<file path="config.mk">
export PLATFORM = sky130hd
export DESIGN_NAME = demux1to2_5bits_buffered
export DESIGN_NICKNAME = d
export VERILOG_FILES = /design/src/rtl/demux1to2_5bits_buffered_pkg.sv /design/src/rtl/demux_out_fifo.sv /design/src/rtl/demux1to2_5bits_buffered.sv
export SDC_FILE = /design/constraint.sdc
export NUM_CORES = 1
export LEC_CHECK = 0
export CAP_MARGIN = 5
export CELL_PAD_IN_SITES_DETAIL_PLACEMENT = 0
export CELL_PAD_IN_SITES_GLOBAL_PLACEMENT = 1
export CORE_ASPECT_RATIO = 1.75
export CORE_MARGIN = 2
export CORE_UTILIZATION = 42
export CTS_CLUSTER_DIAMETER = 100
export DETAILED_ROUTE_END_ITERATION = 8
export GPL_TIMING_DRIVEN = 0
export HOLD_SLACK_MARGIN = 0.06
export PLACE_DENSITY = 0.84
export SYNTH_ARGS = -nofsm -noshare
export SYNTH_HDL_FRONTEND = slang
export SYNTH_SLANG_ARGS = --single-unit
</file>
<file path="constraint.sdc">
create_clock -name clock -period 2.13 [get_ports clock]
set_input_delay 0.5325 -clock clock [delete_from_list [all_inputs] [get_ports clock]]
set_output_delay 0.5325 -clock clock [all_outputs]
set_load 0.02 [all_outputs]
</file>
<file path="src/rtl/demux1to2_5bits_buffered_pkg.sv">
// ----------------------------------------------------------------------------
// demux1to2_5bits_buffered_pkg
//  Definitions shared by the 1:2 buffered demux and its output FIFO.
//  The width and select encodings match the 2:1 mux family so that words
//  routed onto the shared bus by the mux come back out on the same channel.
// ----------------------------------------------------------------------------
package demux1to2_5bits_buffered_pkg;

   // Bus width shared with the Mux2to1_5bits family.
   localparam int MUX_WIDTH = 5;

   // in_sel encodings: which output a word is steered to.
   localparam logic SEL_OUT0 = 1'b0;
   localparam logic SEL_OUT1 = 1'b1;

   // Number of output channels.
   localparam int NUM_OUT = 2;

   // Status of one output FIFO, grouped for readability in the top level.
   typedef struct packed {
      logic full;
      logic empty;
   } fifo_stat_t;

endpackage : demux1to2_5bits_buffered_pkg

</file>
<file path="src/rtl/demux_out_fifo.sv">
// ----------------------------------------------------------------------------
// demux_out_fifo
//  Small synchronous first-word-fall-through FIFO used on each demux output.
//  Ports:
//    clock     in   rising-edge clock
//    reset     in   asynchronous, active-high reset
//    push      in   write data_in (ignored when full)
//    pop       in   remove head word (ignored when empty)
//    data_in   in   WIDTH word to write
//    data_out  out  head word; holds the last popped word while empty
//    full      out  occupancy == DEPTH
//    empty     out  occupancy == 0
//  DEPTH must be a power of 2 and >= 2 so the pointers wrap naturally.
// ----------------------------------------------------------------------------
module demux_out_fifo
   import demux1to2_5bits_buffered_pkg::*;
#(
   parameter int WIDTH = MUX_WIDTH,
   parameter int DEPTH = 4
) (
   input  logic             clock,
   input  logic             reset,
   input  logic             push,
   input  logic             pop,
   input  logic [WIDTH-1:0] data_in,
   output logic [WIDTH-1:0] data_out,
   output logic             full,
   output logic             empty
);

   localparam int AW = $clog2(DEPTH);

   logic [WIDTH-1:0] mem [DEPTH];
   logic [AW-1:0]    wptr;
   logic [AW-1:0]    rptr;
   logic [AW:0]      occ;
   logic [WIDTH-1:0] last_q;   // last popped word, shown while empty
   logic             do_push;
   logic             do_pop;

   assign full    = (occ == (AW+1)'(DEPTH));
   assign empty   = (occ == '0);
   assign do_push = push & ~full;
   assign do_pop  = pop & ~empty;

   // Storage carries no reset; it is never visible while empty.
   always_ff @(posedge clock) begin
      if (do_push) mem[wptr] <= data_in;
   end

   always_ff @(posedge clock or posedge reset) begin
      if (reset) begin
         wptr   <= '0;
         rptr   <= '0;
         occ    <= '0;
         last_q <= '0;
      end else begin
         if (do_push) wptr <= wptr + 1'b1;
         if (do_pop) begin
            rptr   <= rptr + 1'b1;
            last_q <= mem[rptr];
         end
         // Simultaneous push and pop leaves occupancy unchanged.
         case ({do_push, do_pop})
            2'b10:   occ <= occ + 1'b1;
            2'b01:   occ <= occ - 1'b1;
            default: occ <= occ;
         endcase
      end
   end

   // Fall-through head; after draining, keep presenting the last word so
   // the output bus does not toggle on stale storage.
   assign data_out = empty ? last_q : mem[rptr];

endmodule : demux_out_fifo

</file>
<file path="src/rtl/demux1to2_5bits_buffered.sv">
// ----------------------------------------------------------------------------
// demux1to2_5bits_buffered
//  Steers one WIDTH-bit input stream to one of two output streams, chosen per
//  word by in_sel. Each output has its own FIFO so a stalled consumer on one
//  side never blocks the other side.
//  Ports:
//    clock, reset            rising-edge clock, async active-high reset
//    in_data/in_sel/in_valid input word, destination select, valid
//    in_ready                selected output FIFO has room
//    outX_data/valid/ready   per-output FWFT stream (X = 0, 1)
//    count0/count1           words accepted per output, wraps mod 2^CNTW
// ----------------------------------------------------------------------------
module demux1to2_5bits_buffered
   import demux1to2_5bits_buffered_pkg::*;
#(
   parameter int WIDTH = MUX_WIDTH,
   parameter int DEPTH = 4,
   parameter int CNTW  = 8
) (
   input  logic             clock,
   input  logic             reset,
   input  logic [WIDTH-1:0] in_data,
   input  logic             in_sel,
   input  logic             in_valid,
   output logic             in_ready,
   output logic [WIDTH-1:0] out0_data,
   output logic             out0_valid,
   input  logic             out0_ready,
   output logic [WIDTH-1:0] out1_data,
   output logic             out1_valid,
   input  logic             out1_ready,
   output logic [CNTW-1:0]  count0,
   output logic [CNTW-1:0]  count1
);

   fifo_stat_t [NUM_OUT-1:0]            stat;
   logic       [NUM_OUT-1:0]            push_en;
   logic       [NUM_OUT-1:0]            pop_en;
   logic       [NUM_OUT-1:0]            fifo_full;
   logic       [NUM_OUT-1:0]            fifo_empty;
   logic       [NUM_OUT-1:0][WIDTH-1:0] fifo_dout;
   logic       [NUM_OUT-1:0][CNTW-1:0]  cnt;
   logic                                accept;

   // Ready depends only on the selected FIFO, never on in_valid or on the
   // other FIFO; a full FIFO refuses a push even if it pops this cycle.
   assign in_ready = ~fifo_full[in_sel];
   assign accept   = in_valid & in_ready;

   assign pop_en[SEL_OUT0] = out0_ready & ~fifo_empty[SEL_OUT0];
   assign pop_en[SEL_OUT1] = out1_ready & ~fifo_empty[SEL_OUT1];

   for (genvar g = 0; g < NUM_OUT; g++) begin : g_out
      // in_valid gates the decode so an undriven in_sel while idle is harmless.
      assign push_en[g]    = accept & (in_sel == 1'(g));
      assign fifo_full[g]  = stat[g].full;
      assign fifo_empty[g] = stat[g].empty;

      demux_out_fifo #(
         .WIDTH (WIDTH),
         .DEPTH (DEPTH)
      ) u_fifo (
         .clock    (clock),
         .reset    (reset),
         .push     (push_en[g]),
         .pop      (pop_en[g]),
         .data_in  (in_data),
         .data_out (fifo_dout[g]),
         .full     (stat[g].full),
         .empty    (stat[g].empty)
      );

      always_ff @(posedge clock or posedge reset) begin
         if (reset)           cnt[g] <= '0;
         else if (push_en[g]) cnt[g] <= cnt[g] + 1'b1;
      end
   end

   assign out0_data  = fifo_dout[SEL_OUT0];
   assign out0_valid = ~fifo_empty[SEL_OUT0];
   assign out1_data  = fifo_dout[SEL_OUT1];
   assign out1_valid = ~fifo_empty[SEL_OUT1];
   assign count0     = cnt[SEL_OUT0];
   assign count1     = cnt[SEL_OUT1];

endmodule : demux1to2_5bits_buffered
</file>
==> out/results.ini <==
[global_routing]
grt_overflow_total=0
grt_pass1_wl_mm=9.90
grt_max_degree=41
grt_pass1_vias=2017
gr-usage-all-layers_pct=14.4
antenna_found_initial=0

[outcome]
run_status=finished with violations
failed_checks=negative setup slack

[setup_path]
worst_path_largest_cell_delay_ns=0.51
worst_ep_required_time_ns=1.60
cpLargestDelayFamily=multiplexers
worst_path_max_delay_cell=mux4_2
cp.arrival_ns=1.73
cp_max_fo=7
crit_chain=buf_6 -> mux4_2 -> mux2_4 -> buf_6
cp-start-kind=flop
cp_num_buf_inv=2
cp-end-kind=primary output
critPathKind=flop to primary output
crit_path_frequent_cell=buf_6

[floorplanning]
start_util_pct=43.2
core_area_um2=8310
rows=44
die_w_um=73.9
io_pins=40
die_area_um2=9340
die_h_um=126

[layout]
final_util_pct=55.4
fin_area_um2=4610
antenna_cells=0
fin_nets=317
syn_to_final_growth_pct=28.2
drive_above_1_share_pct=32.7

[clock_network]
cts.htree.levels=3
clkTransAtPathRegs_ns=0.06
cts_buffer_depth=2
clock_latency_ns=0.33
cts_tree=built
root_buffer=clkbuf_16
cts.sinks=80
cts_buffers=9

[synthesis]
synthAdderAreaFrac_pct=5.29
synthCells=225
synth_area_per_cell_um2=16.0
synth_top_family_by_area=multiplexers
yosysTopAreaCell=edfxtp_1
ys_seq_elements=80
syn_nets=250
synth_top_cell_area_share_pct=33.4
synthFlopType=edfxtp_1
synthMuxAreaShare_pct=15.4
synth_common_cells=dfrtp_1 (40), edfxtp_1 (40), xor2_1 (19)
synthTopCellsByArea=edfxtp_1 (33%), dfrtp_1 (28%), mux4_2 (6.3%)
ys_seq_area_share_pct=61.3
synth_compound_area_share_pct=0.662
synth_cell_types=34
yosysWarnings=0
synth_xor_area_share_pct=6.34
synth-async-reset-ratio_pct=50.0
synth-simple-area-share_pct=7.76
synth_area_um2=3590
synth_edf_count=40

[sta]
finalCritPeriodShare_pct=106
slew_headroom_pct=40.7
tightest_slew_ns=0.888
hold_viol_final=0
fin_worst_skew_ns=0.00760
finalSetupViolCount=10
min_period_ns=2.26
drv_slew=0
fmax_mhz=442
rsz0062_at_grt=yes
fin_ws_ns=-0.131

[route]
wire_per_inst_um=14.4
drtIter0Drc=47
via_per_inst=4.69
wirelength_mm=5.93
drcViolationCount=0
num_vias=1933
first_pass_iters=4
ant_nets=0

[place]
hpwl_mm=4.14
placed_area_um2=4130
port_buffers=39
finalWeightedCongestion=0.717

[pwr]
leakagePower_nw=1.91
ir_drop_mv=0.603
power.density_nw_per_um2=1490

[job]
drv_cap=0

[worst_hold_path]
hp-class=flop to flop

[final timing paths]
path / start / to / slack (ns) / cells past startpoint
max: g_out[0].u_fifo.rptr[0]$_DFFE_PP0P_ / out0_data[0] / -0.13 / 4
min: count0[7]$_DFFE_PP0N_ / count0[7]$_DFFE_PP0N_ / 0.47 / 1
max reg2reg: g_out[1].u_fifo.occ[0]$_DFFE_PP0P_ / g_out[1].u_fifo.occ[2]$_DFFE_PP0P_ / 0.10 / 10
min reg2reg: count0[7]$_DFFE_PP0N_ / count0[7]$_DFFE_PP0N_ / 0.47 / 1
max in group asynchronous: reset / g_out[1].u_fifo.occ[0]$_DFFE_PP0P_ / 0.80 / 2
min in group asynchronous: reset / count1[1]$_DFFE_PP0N_ / 0.71 / 2
[registers in the layout (all words and copies together) (netlist names)]
name,cells
count0,8
count1,8
g_out.u_fifo.last_q,10
g_out.u_fifo.mem,40
g_out.u_fifo.occ,6
g_out.u_fifo.rptr,4
g_out.u_fifo.wptr,4
[cell type report]
cell class | count | area, um2
tap | 115 | 144
sequential | 80 | 2210
clock buffer | 13 | 250
buffer | 8 | 71.3
timing repair buffer | 56 | 528
clock inverter | 3 | 65.1
inverter | 13 | 48.8
fill | 673 | 3710
multi-input combinational | 124 | 1290
[logic make-up after synthesis]
logic type | Yosys count
adders and majority gates | 14
xor gates and xnor gates | 26
DFF | 80
and+or+nand+nor | 45
muxes | 36
AOI/OAI and AO/OA | 3
buffers and inverters | 21
[placed cells by master (no fill, tap or decap), types with 2 or more instances in the layout]
master | synthesis | final
edfxtp_1 | 40 | 40
dfrtp_1 | 40 | 37
clkdlybuf4s50_1 | 0 | 24
xor2_1 | 19 | 19
buf_4 | 0 | 17
buf_6 | 5 | 17
mux2_2 | 14 | 14
inv_1 | 13 | 12
mux4_2 | 10 | 10
mux2_4 | 10 | 10
ha_1 | 12 | 10
clkbuf_16 | 0 | 9
nor3_1 | 8 | 8
nand3_1 | 7 | 7
xnor2_1 | 7 | 7
clkbuf_1 | 2 | 5
and3_1 | 4 | 4
and2_1 | 4 | 4
nand2_1 | 5 | 4
dfrtp_2 | 0 | 3
nor3b_4 | 2 | 2
nor2_4 | 1 | 2
mux2i_1 | 2 | 2
or3_1 | 2 | 2
nor2_1 | 3 | 2
nor4_1 | 2 | 2
ha_2 | 0 | 2
bufinv_16 | 0 | 2
dlygate4sd2_1 | 0 | 2
[what timing repair did]
action,in CTS,in global routing
pin swaps,2,6
hold buffers,0,0
gates resized for setup,75,10
buffers inserted,7,10
endpoints found under the setup margin,17,15
[per-stage QoR]
step / hold slack, ns / worst slack, ns / power (W) / cells / TNS (ns)
4_1_cts: 0.473 / -0.159 / 0.00688 / 402 / -1.57
6_report: 0.469 / -0.131 / 0.00688 / 412 / -1.24
2_1_floorplan: 0.477 / 0.145 / 0.00421 / 225 / 0
3_3_place_gp: 0.457 / -0.441 / 0.00500 / 379 / -16.56
5_1_grt: 0.492 / -0.210 / 0.00730 / 412 / -2.03
3_5_place_dp: 0.458 / -0.479 / 0.00508 / 379 / -5.96
[per-layer routing]
| layer | wire length (um) | global-route usage (%) |
|---|---|---|
| met5 | 0 | 0 |
| met4 | 147 | 7.38 |
| met3 | 217 | 3.42 |
| met2 | 3190 | 23.5 |
| met1 | 2380 | 17.5 |
[power by group]
part,total [W],switching (W),internal (W),leakage (nW)
logic,0.00288,0.00128,0.00160,0.916
registers,0.00238,0.000302,0.00208,0.843
clock network,0.00162,0.000558,0.00106,0.154
total,0.00688,0.00214,0.00474,1.91
Power figures use the tool's default switching activity.
